`src/rtl/coso_pkg.sv`:
```
// coso_pkg: shared channel state, default constants and window compare for the COSO calibration unit
package coso_pkg;
  typedef enum logic [2:0] {IDLE, SETTLE, MEASURE, ADJUST, LOCKED, FAIL} ch_state_e;
  localparam int NCH_DEF = 2;
  localparam int CW_DEF = 8;
  localparam int SEL_W_DEF = 8;
  localparam int OUT_W_DEF = 16;
  localparam int AVG_LOG_DEF = 2;
  localparam int SETTLE_N_DEF = 2;
  localparam int RELOCK_N_DEF = 4;
  localparam int REP_CUTOFF_DEF = 32;
  localparam int WIN_W = 16;
  function automatic logic in_window(input logic [WIN_W-1:0] count, lo, hi);
    return count >= lo && count <= hi;
  endfunction
endpackage

```
`src/rtl/coso_cal_ch.sv`:
```
// coso_cal_ch: one channel's calibration FSM, averaging accumulator, cro B select and relock counter
module coso_cal_ch
  import coso_pkg::*;
#(
  parameter int CW = CW_DEF,
  parameter int SEL_W = SEL_W_DEF,
  parameter logic [SEL_W-1:0] SEL_INIT = 8'h80,
  parameter int AVG_LOG = AVG_LOG_DEF,
  parameter int SETTLE_N = SETTLE_N_DEF,
  parameter int RELOCK_N = RELOCK_N_DEF
) (
  input  logic             clk,
  input  logic             rst_x,
  input  logic             en,
  input  logic [CW-1:0]    lo,
  input  logic [CW-1:0]    hi,
  input  logic [CW-1:0]    cnt,
  input  logic             stb,
  output ch_state_e        state,
  output logic [SEL_W-1:0] sel_b,
  output logic             dstb,
  output logic             dlsb
);
  localparam int AW = CW + AVG_LOG;
  ch_state_e state_q, state_d;
  logic [SEL_W-1:0] sel_q, sel_d;
  logic [AW-1:0] acc_q, acc_d;
  logic [7:0] n_q, n_d;
  logic win;
  logic [CW-1:0] avg;
  // next-state: settle, average, step the select, then watch for drift while locked
  always_comb begin
    state_d = state_q;
    sel_d = sel_q;
    acc_d = acc_q;
    n_d = n_q;
    win = in_window(WIN_W'(cnt), WIN_W'(lo), WIN_W'(hi));
    avg = CW'(acc_q >> AVG_LOG);
    if (!en) begin
      state_d = IDLE;
      n_d = '0;
    end else begin
      case (state_q)
        IDLE: begin
          state_d = SETTLE;
          n_d = '0;
        end
        SETTLE: if (stb) begin
          n_d = n_q + 8'd1;
          if (n_q == 8'(SETTLE_N - 1)) begin
            state_d = MEASURE;
            n_d = '0;
            acc_d = '0;
          end
        end
        MEASURE: if (stb) begin
          acc_d = acc_q + AW'(cnt);
          n_d = n_q + 8'd1;
          if (n_q == 8'((1 << AVG_LOG) - 1)) begin
            state_d = ADJUST;
            n_d = '0;
          end
        end
        ADJUST: begin
          n_d = '0;
          if (avg < lo) begin
            state_d = &sel_q ? FAIL : SETTLE;
            sel_d = &sel_q ? sel_q : sel_q + 1'b1;
          end else if (avg > hi) begin
            state_d = sel_q == '0 ? FAIL : SETTLE;
            sel_d = sel_q == '0 ? sel_q : sel_q - 1'b1;
          end else begin
            state_d = LOCKED;
          end
        end
        LOCKED: if (stb) begin
          n_d = win ? '0 : n_q + 8'd1;
          if (!win && n_q == 8'(RELOCK_N - 1)) begin
            state_d = SETTLE;
            n_d = '0;
          end
        end
        FAIL: state_d = FAIL;
        default: state_d = IDLE;
      endcase
    end
  end
  // channel state registers; select survives enable drops, only reset reloads it
  always_ff @(posedge clk) begin
    if (!rst_x) begin
      state_q <= IDLE;
      sel_q <= SEL_INIT;
      acc_q <= '0;
      n_q <= '0;
    end else begin
      state_q <= state_d;
      sel_q <= sel_d;
      acc_q <= acc_d;
      n_q <= n_d;
    end
  end
  assign state = state_q;
  assign sel_b = sel_q;
  assign dstb = en && stb && state_q == LOCKED && win;
  assign dlsb = cnt[0];
endmodule

```
`src/rtl/coso_cal_unit.sv`:
```
// coso_cal_unit: multi-channel COSO TRNG with auto-calibration, XOR combiner and word packer; define COSO_HEALTH_EN for the repetition-count health test
module coso_cal_unit
  import coso_pkg::*;
#(
  parameter int NCH = NCH_DEF,
  parameter int CW = CW_DEF,
  parameter int SEL_W = SEL_W_DEF,
  parameter logic [SEL_W-1:0] SEL_INIT = 8'h80,
  parameter int OUT_W = OUT_W_DEF,
  parameter int AVG_LOG = AVG_LOG_DEF,
  parameter int SETTLE_N = SETTLE_N_DEF,
  parameter int RELOCK_N = RELOCK_N_DEF,
  parameter int REP_CUTOFF = REP_CUTOFF_DEF
) (
  input  logic                 CLK,
  input  logic                 RST_X,
  input  logic                 RNG_EN,
  input  logic [CW-1:0]        CNT_LO,
  input  logic [CW-1:0]        CNT_HI,
  input  logic [NCH*CW-1:0]    CNT_IN,
  input  logic [NCH-1:0]       CNT_EN,
  output logic [NCH*SEL_W-1:0] CRO_SEL_A,
  output logic [NCH*SEL_W-1:0] CRO_SEL_B,
  output logic                 CRO_EN,
  output logic [OUT_W-1:0]     DATA_OUT,
  output logic                 DATA_EN,
  output logic                 CAL_DONE,
  output logic                 CAL_FAIL,
  output logic                 HEALTH_ERR
);
  localparam int BW = $clog2(OUT_W);
  ch_state_e st [NCH];
  logic [NCH-1:0] dstb, dlsb, locked, failed, accept;
  logic [NCH-1:0] pend_q, pend_d, lsb_q, lsb_d;
  logic [OUT_W-1:0] word_q, word_d, word_new, data_q, data_d;
  logic [BW-1:0] bitcnt_q, bitcnt_d;
  logic cro_en_q, cal_done_q, cal_done_d, cal_fail_q, cal_fail_d, data_en_q, data_en_d, herr_q, herr_d;
  logic fire, bit_x, last;
  for (genvar i = 0; i < NCH; i++) begin : g_ch
    coso_cal_ch #(
      .CW(CW), .SEL_W(SEL_W), .SEL_INIT(SEL_INIT), .AVG_LOG(AVG_LOG),
      .SETTLE_N(SETTLE_N), .RELOCK_N(RELOCK_N)
    ) u_ch (
      .clk(CLK), .rst_x(RST_X), .en(RNG_EN), .lo(CNT_LO), .hi(CNT_HI),
      .cnt(CNT_IN[i*CW +: CW]), .stb(CNT_EN[i]), .state(st[i]),
      .sel_b(CRO_SEL_B[i*SEL_W +: SEL_W]), .dstb(dstb[i]), .dlsb(dlsb[i])
    );
    assign locked[i] = st[i] == LOCKED;
    assign failed[i] = st[i] == FAIL;
  end
`ifdef COSO_HEALTH_EN
  localparam int RW = $clog2(REP_CUTOFF + 1) + 1;
  logic [RW-1:0] rep_q, rep_d;
  logic last_q, last_d;
  // repetition count over the combined stream; any run of REP_CUTOFF equal bits latches the error
  always_comb begin
    rep_d = fire ? ((rep_q != '0 && bit_x == last_q) ? rep_q + 1'b1 : RW'(1)) : rep_q;
    last_d = fire ? bit_x : last_q;
    herr_d = herr_q | (rep_d >= RW'(REP_CUTOFF));
  end
  // health test state
  always_ff @(posedge CLK) begin
    if (!RST_X) begin
      rep_q <= '0;
      last_q <= 1'b0;
    end else begin
      rep_q <= rep_d;
      last_q <= last_d;
    end
  end
`else
  assign herr_d = 1'b0;
`endif
  // combine one LSB per channel, pack LSB-first, and publish full words
  always_comb begin
    fire = cal_done_q && &pend_q;
    bit_x = ^lsb_q;
    last = bitcnt_q == BW'(OUT_W - 1);
    word_new = word_q | (OUT_W'(bit_x) << bitcnt_q);
    accept = dstb & (~pend_q | {NCH{fire}});
    pend_d = cal_done_q ? (accept | (pend_q & ~{NCH{fire}})) : '0;
    lsb_d = (lsb_q & ~accept) | (dlsb & accept);
    word_d = !cal_done_q ? '0 : fire ? (last ? '0 : word_new) : word_q;
    bitcnt_d = !cal_done_q ? '0 : fire ? (last ? '0 : bitcnt_q + 1'b1) : bitcnt_q;
    data_en_d = fire && last && !herr_d;
    data_d = data_en_d ? word_new : data_q;
    cal_done_d = RNG_EN && &locked;
    cal_fail_d = cal_fail_q | |failed;
  end
  // output and packer registers
  always_ff @(posedge CLK) begin
    if (!RST_X) begin
      pend_q <= '0;
      lsb_q <= '0;
      word_q <= '0;
      bitcnt_q <= '0;
      data_q <= '0;
      data_en_q <= 1'b0;
      cro_en_q <= 1'b0;
      cal_done_q <= 1'b0;
      cal_fail_q <= 1'b0;
      herr_q <= 1'b0;
    end else begin
      pend_q <= pend_d;
      lsb_q <= lsb_d;
      word_q <= word_d;
      bitcnt_q <= bitcnt_d;
      data_q <= data_d;
      data_en_q <= data_en_d;
      cro_en_q <= RNG_EN;
      cal_done_q <= cal_done_d;
      cal_fail_q <= cal_fail_d;
      herr_q <= herr_d;
    end
  end
  assign CRO_SEL_A = {NCH{SEL_INIT}};
  assign CRO_EN = cro_en_q;
  assign DATA_OUT = data_q;
  assign DATA_EN = data_en_q;
  assign CAL_DONE = cal_done_q;
  assign CAL_FAIL = cal_fail_q;
  assign HEALTH_ERR = herr_q;
endmodule

```
`config.mk`:
```
export PLATFORM = sky130hd
export DESIGN_NAME = coso_cal_unit
export DESIGN_NICKNAME = d
export VERILOG_FILES = /design/src/rtl/coso_pkg.sv /design/src/rtl/coso_cal_ch.sv /design/src/rtl/coso_cal_unit.sv
export SDC_FILE = /design/constraint.sdc
export NUM_CORES = 1
export LEC_CHECK = 0
export CAP_MARGIN = 10
export CORE_MARGIN = 4
export CORE_UTILIZATION = 61
export CTS_CLUSTER_DIAMETER = 30
export DETAILED_ROUTE_END_ITERATION = 16
export PLACE_DENSITY = 0.86
export RECOVER_POWER = 100
export SYNTH_ARGS = -nofsm -noshare
export SYNTH_HDL_FRONTEND = slang
export SYNTH_SLANG_ARGS = --single-unit
export TNS_END_PERCENT = 20
```
`constraint.sdc`:
```
create_clock -name CLK -period 8.1 [get_ports CLK]
set_input_delay 0.81 -clock CLK [delete_from_list [all_inputs] [get_ports CLK]]
set_output_delay 0.81 -clock CLK [all_outputs]
set_load 0.02 [all_outputs]
```
[Word level (Yosys, flattened, before mapping)]
Cells that the tools add are included.
Cells by class
  shift-type cells: 1
  $add $sub $neg: 9
  eq/ne operators: 31
  multiplexer cells: 56
  $lt $le $gt $ge: 8
  reductions and logical operators: 43
  bitwise logic cells: 12
Operators by type and width (count)
  8-bit two-way mux: 22
  8-bit one-hot mux with 4 select lines: 2
  10-bit two-way mux: 6
  3-bit two-way mux: 20
  10-bit one-hot mux with 2 select lines: 2
  3-bit one-hot mux with 6 select lines: 2
  8-bit by 1-bit adder with 8-bit output, second input constant: 4
  10-bit by 8-bit adder with 10-bit output: 2
  5-bit AND reduction: 4
  8-bit by 1-bit equality test with 1-bit output, second input constant: 2
  8-bit by 2-bit equality test with 1-bit output, second input constant: 2
  8-bit >= comparator: 2
  8-bit > comparator: 2
  8-bit <= comparator: 2
  8-bit zero test: 2
  8-bit less-than comparator: 2
  16-bit two-way mux: 1
  2-bit by 1-bit != test with 1-bit output, second input constant: 8
  2-bit != test, second input constant: 8
  16-bit OR: 1
  8-bit AND reduction: 2
  1-bit by 4-bit left shift with 16-bit output: 1
  8-bit by 1-bit subtractor with 8-bit output, second input constant: 2
  1-bit logical AND: 13
  19 further kinds: 46
Word-level totals
  input port bits: 37
  register bits: 102

[Longest topological paths before layout]
  depth after elaboration: 7
  mapped depth: 13

[Cells and area by module]
From an unflattened synthesis, not the netlist that was laid out.
Unflattened totals
  cell total of the unflattened synthesis: 908
  area total of the unflattened synthesis: 7393.3 um2
By module, submodules not included
  coso_cal_ch at g_ch[0].u_ch: cells an instance 358, times used 1, area each 2815.2 um2
  coso_cal_ch at g_ch[1].u_ch: cells an instance 337, times used 1, area each 2630.0 um2
  coso_cal_unit: cells an instance 213, times used 1, area each 1948.1 um2

[Worst setup path before layout]
No wires, ideal clock.
  kind: input-to-reg
  from: in CNT_LO[1]
  to: reg g_ch[0].u_ch.sel_q[7]
  path buffers: 0
  stages: 12
  arrival: 3.627 ns
  slack: 4.414 ns
  library setup time: 0.059 ns
  cell sequence: inv_1 -> ha_1 -> a2111oi_0 -> o311a_2 -> inv_1 -> ha_1 -> and3_1 -> a2111oi_0 -> a21oi_1 -> xor2_1 -> a211oi_1 -> o31a_1
Between the ends
  cells in the longest elaborated chain, start to end: 3
Ends and longest elaborated chain
  start, declared: RTL line coso_cal_unit.sv:18  | input logic [CW-1:0] CNT_LO,
  8-bit less-than comparator (*): RTL line coso_cal_ch.sv:66  | if (avg < lo) begin
  2-bit != test (no line) (tied with other cells)
  5-bit AND reduction (no line)
  end signal, assigned: RTL line coso_cal_ch.sv:97  | sel_q <= sel_d;
  end, declared: RTL line coso_cal_ch.sv:26  | logic [SEL_W-1:0] sel_q, sel_d;
Every way passes the cells marked *; elsewhere a longest branch is shown, timed or not.
A chain may end at the register's enable or synchronous reset.

[Final worst setup path]
  from: in CNT_LO[6]
  to: reg g_ch[0].u_ch.sel_q[7]
Same word-level chain as after synthesis.

==> impl_metrics.tcl <==
set metrics [dict create \
    power_density_nw_per_um2 128 \
    nets 1113 \
    layout_common_cells "102 x dfxtp_1, 96 x a21oi_1, 95 x ha_1" \
    grt_pass1_vias 6575 \
    port_buffers 72 \
    layout_setup_ws_ns 3.68 \
    drt_iter0_drc 635 \
    antennaDiodeCount 0 \
    ys.flop_type "dfxtp_1" \
    start_kind "input port" \
    cap_violations 1 \
    cts-resized-gates 0 \
    die_x_um 118 \
    placed_area_um2 8100 \
    final_cells 1125 \
    grt_start_max_net_pins 46 \
    slew_headroom -0.0572 \
    yosysWarnings 0 \
    min_path_type "reg -> reg" \
    cts_hold_buf 0 \
    syn_area_um2 7380 \
    drtPass1Iterations 5 \
    wl_per_cell_um 16.8 \
    worst-setup-path-type "in -> reg" \
    postCtsSetupBuffers 0 \
    cp_max_fo 7 \
    use_met2 0.441 \
    grt.overflow.total 0 \
    cts-root-buf "clkbuf_16" \
    grtUsageMet3 0.0610 \
    netlist_instances 923 \
    peakVddDrop_v 0.000128 \
    setup_violations 0 \
    async_reset_ff_frac 0 \
    fin_skew_ns 0.0142 \
    track_usage 0.273 \
    fmax_mhz 226 \
    place_congestion 0.910 \
    pre_cts_slack_ns 3.43 \
    initial_core_util 0.636 \
    worstMarginPinSlew_ns 1.58 \
    fill_cells 923 \
    p_leak_nw 3.55 \
    antenna_left 0 \
    ys_seq_area_frac 0.277 \
    via_count 7029 \
    setup_tns_ns 0 \
    synth_seq_cells 102 \
    hold_viol_final 0 \
    final_common_cell "dfxtp_1" \
    core_area_um2 11600 \
    cp_data_arrival_time_ns 4.72 \
    dp.final_hpwl_um 14200 \
    timing.final.crit_period_ns 4.42 \
    cts_tree "done" \
    drc 0 \
    viasPerCell 6.25 \
    synth_area_per_cell_um2 8.00 \
    cts_sinks 102 \
    fin_crit_sh 0.545 \
    cp-end-kind "register" \
    die_area_um2 13900 \
    outcome "finished with violations" \
    hold_slack_ns 0.454 \
    grt_pass1_wl_um 32100 \
    final_max_slew_viol_count 46 \
    grt_setup_unrepaired "no" \
    layout-drive-gt1-share 0.0316 \
    antenna_found_initial 0 \
    pin_count 90 \
    htree_levels 3 \
    synth_cell_types 72 \
    cts.path.max_buffers 2 \
    path_clk_slew_ns 0.08 \
    clkLatencyLatePin_ns 0.36 \
    area_delta_synth_final_pct 13.7 \
    violations "max-capacitance violations, max-slew violations" \
    synth_edf_count 0 \
    final_area_um2 8390 \
    post-place-cells 1109 \
    fp.dieH_um 118 \
    rows 39 \
    cts_made_buffers 9 \
    routed_wl_um 18900 \
    met1_usage 0.359 \
    cp_data_required_time_ns 8.40 \
    busiest_layer "met2" \
]
## cells by family (layout without fill, tap and decap cells)
family,Yosys count,in the layout,share of synthesized area
AND/OR/NAND/NOR,331,331,0.220
AO/OA/AOI/OAI,281,281,0.245
multiplexers,7,7,0.0100
XOR/XNOR,20,20,0.0237
buffers and inverters,81,125,0.0519
adder cells (fa/ha/maj),99,99,0.172
other,2,17,0.00102
flip-flops,102,102,0.277
## synthesized netlist by cell type, drive strengths merged, types with 8 or more instances
cell    count  area (µm²)
a21o       18         135
and2       13        81.3
o211ai      8        60.1
xnor2      17         149
a22oi      11        82.6
clkbuf     23        86.3
buf        23         165
a21oi      96         480
nor2       77         289
o21a       19         143
o21bai     10        75.1
o21ai      50         254
a211oi     18         135
nand3      34         170
nor4       10        83.8
nor2b       9        56.3
inv        35         131
ha         95        1190
and3       16         100
nand2      89         334
nand2b     11        68.8
dfxtp     102        2040
nand4      21         131
nor3       27         135
## per-stage QoR
stage | power (mW) | util
detailed placement | 0.648 | 0.698
CTS | 1.08 | 0.724
floorplan | 0.604 | -
finish | 1.07 | 0.723
global route | 1.12 | 0.723
global placement | 0.644 | 0.698
## final timing paths
check | from | endpoint | slack [ns] | cells after the start
min reg2reg | word_q[10]$_SDFFE_PN0P_ | DATA_OUT[10]$_SDFFE_PN0P_ | 0.45 | 2
min | word_q[10]$_SDFFE_PN0P_ | DATA_OUT[10]$_SDFFE_PN0P_ | 0.45 | 2
max | CNT_LO[6] | g_ch[0].u_ch.sel_b[7]$_SDFFE_PN1P_ | 3.68 | 14
max reg2reg | g_ch[0].u_ch.acc_q[8]$_SDFFE_PN0P_ | g_ch[0].u_ch.sel_b[7]$_SDFFE_PN1P_ | 4.35 | 12
## registers in the layout, summed over array words and instances (netlist names), named ones only
register,count
word_q,16
CAL_DONE,1
CAL_FAIL,1
g_ch.u_ch.n_q,16
g_ch.u_ch.sel_b,16
DATA_OUT,16
g_ch.u_ch.state,6
g_ch.u_ch.acc_q,20
pend_q,2
CRO_EN,1
DATA_EN,1
bitcnt_q,4
## routing by layer
metal / vias to the layer above / routed length, µm
li1: 3480 / -
met1: 3296 / 8720
met2: 212 / 8740
met3: 41 / 1020
met4: 0 / 451
met5: - / 0
## where the power goes
group	leakage, nW	switching [mW]	internal, mW
Combinational	2.58	0.0791	0.0510
Clock	0.148	0.211	0.225
Sequential	0.822	0.00413	0.503
Total	3.55	0.294	0.779
## cell type report
| cell class | count | area (µm²) | share of cell area |
|---|---|---|---|
| multi-input cells | 755 | 5010 | 0.597 |
| flip-flops and latches | 102 | 2040 | 0.243 |
| repair buffers | 74 | 732 | 0.0872 |
| clock buffers | 10 | 239 | 0.0285 |
| well taps | 143 | 179 | 0.0213 |
| inverters | 35 | 131 | 0.0157 |
| clock inverters | 6 | 62.6 | 0.00745 |
## worst max-delay path, stage by stage
cell	delay [ns]
dlygate4sd3_1	0.52
inv_1	0.08
ha_1	0.33
a21o_1	0.20
o21ai_0	0.19
o311a_2	0.34
inv_1	0.18
ha_1	0.38
and3_1	0.20
a2111oi_0	0.70
a21oi_1	0.17
xor2_1	0.20
a211oi_1	0.24
o31a_1	0.17
(Power assumes the default switching activity.)
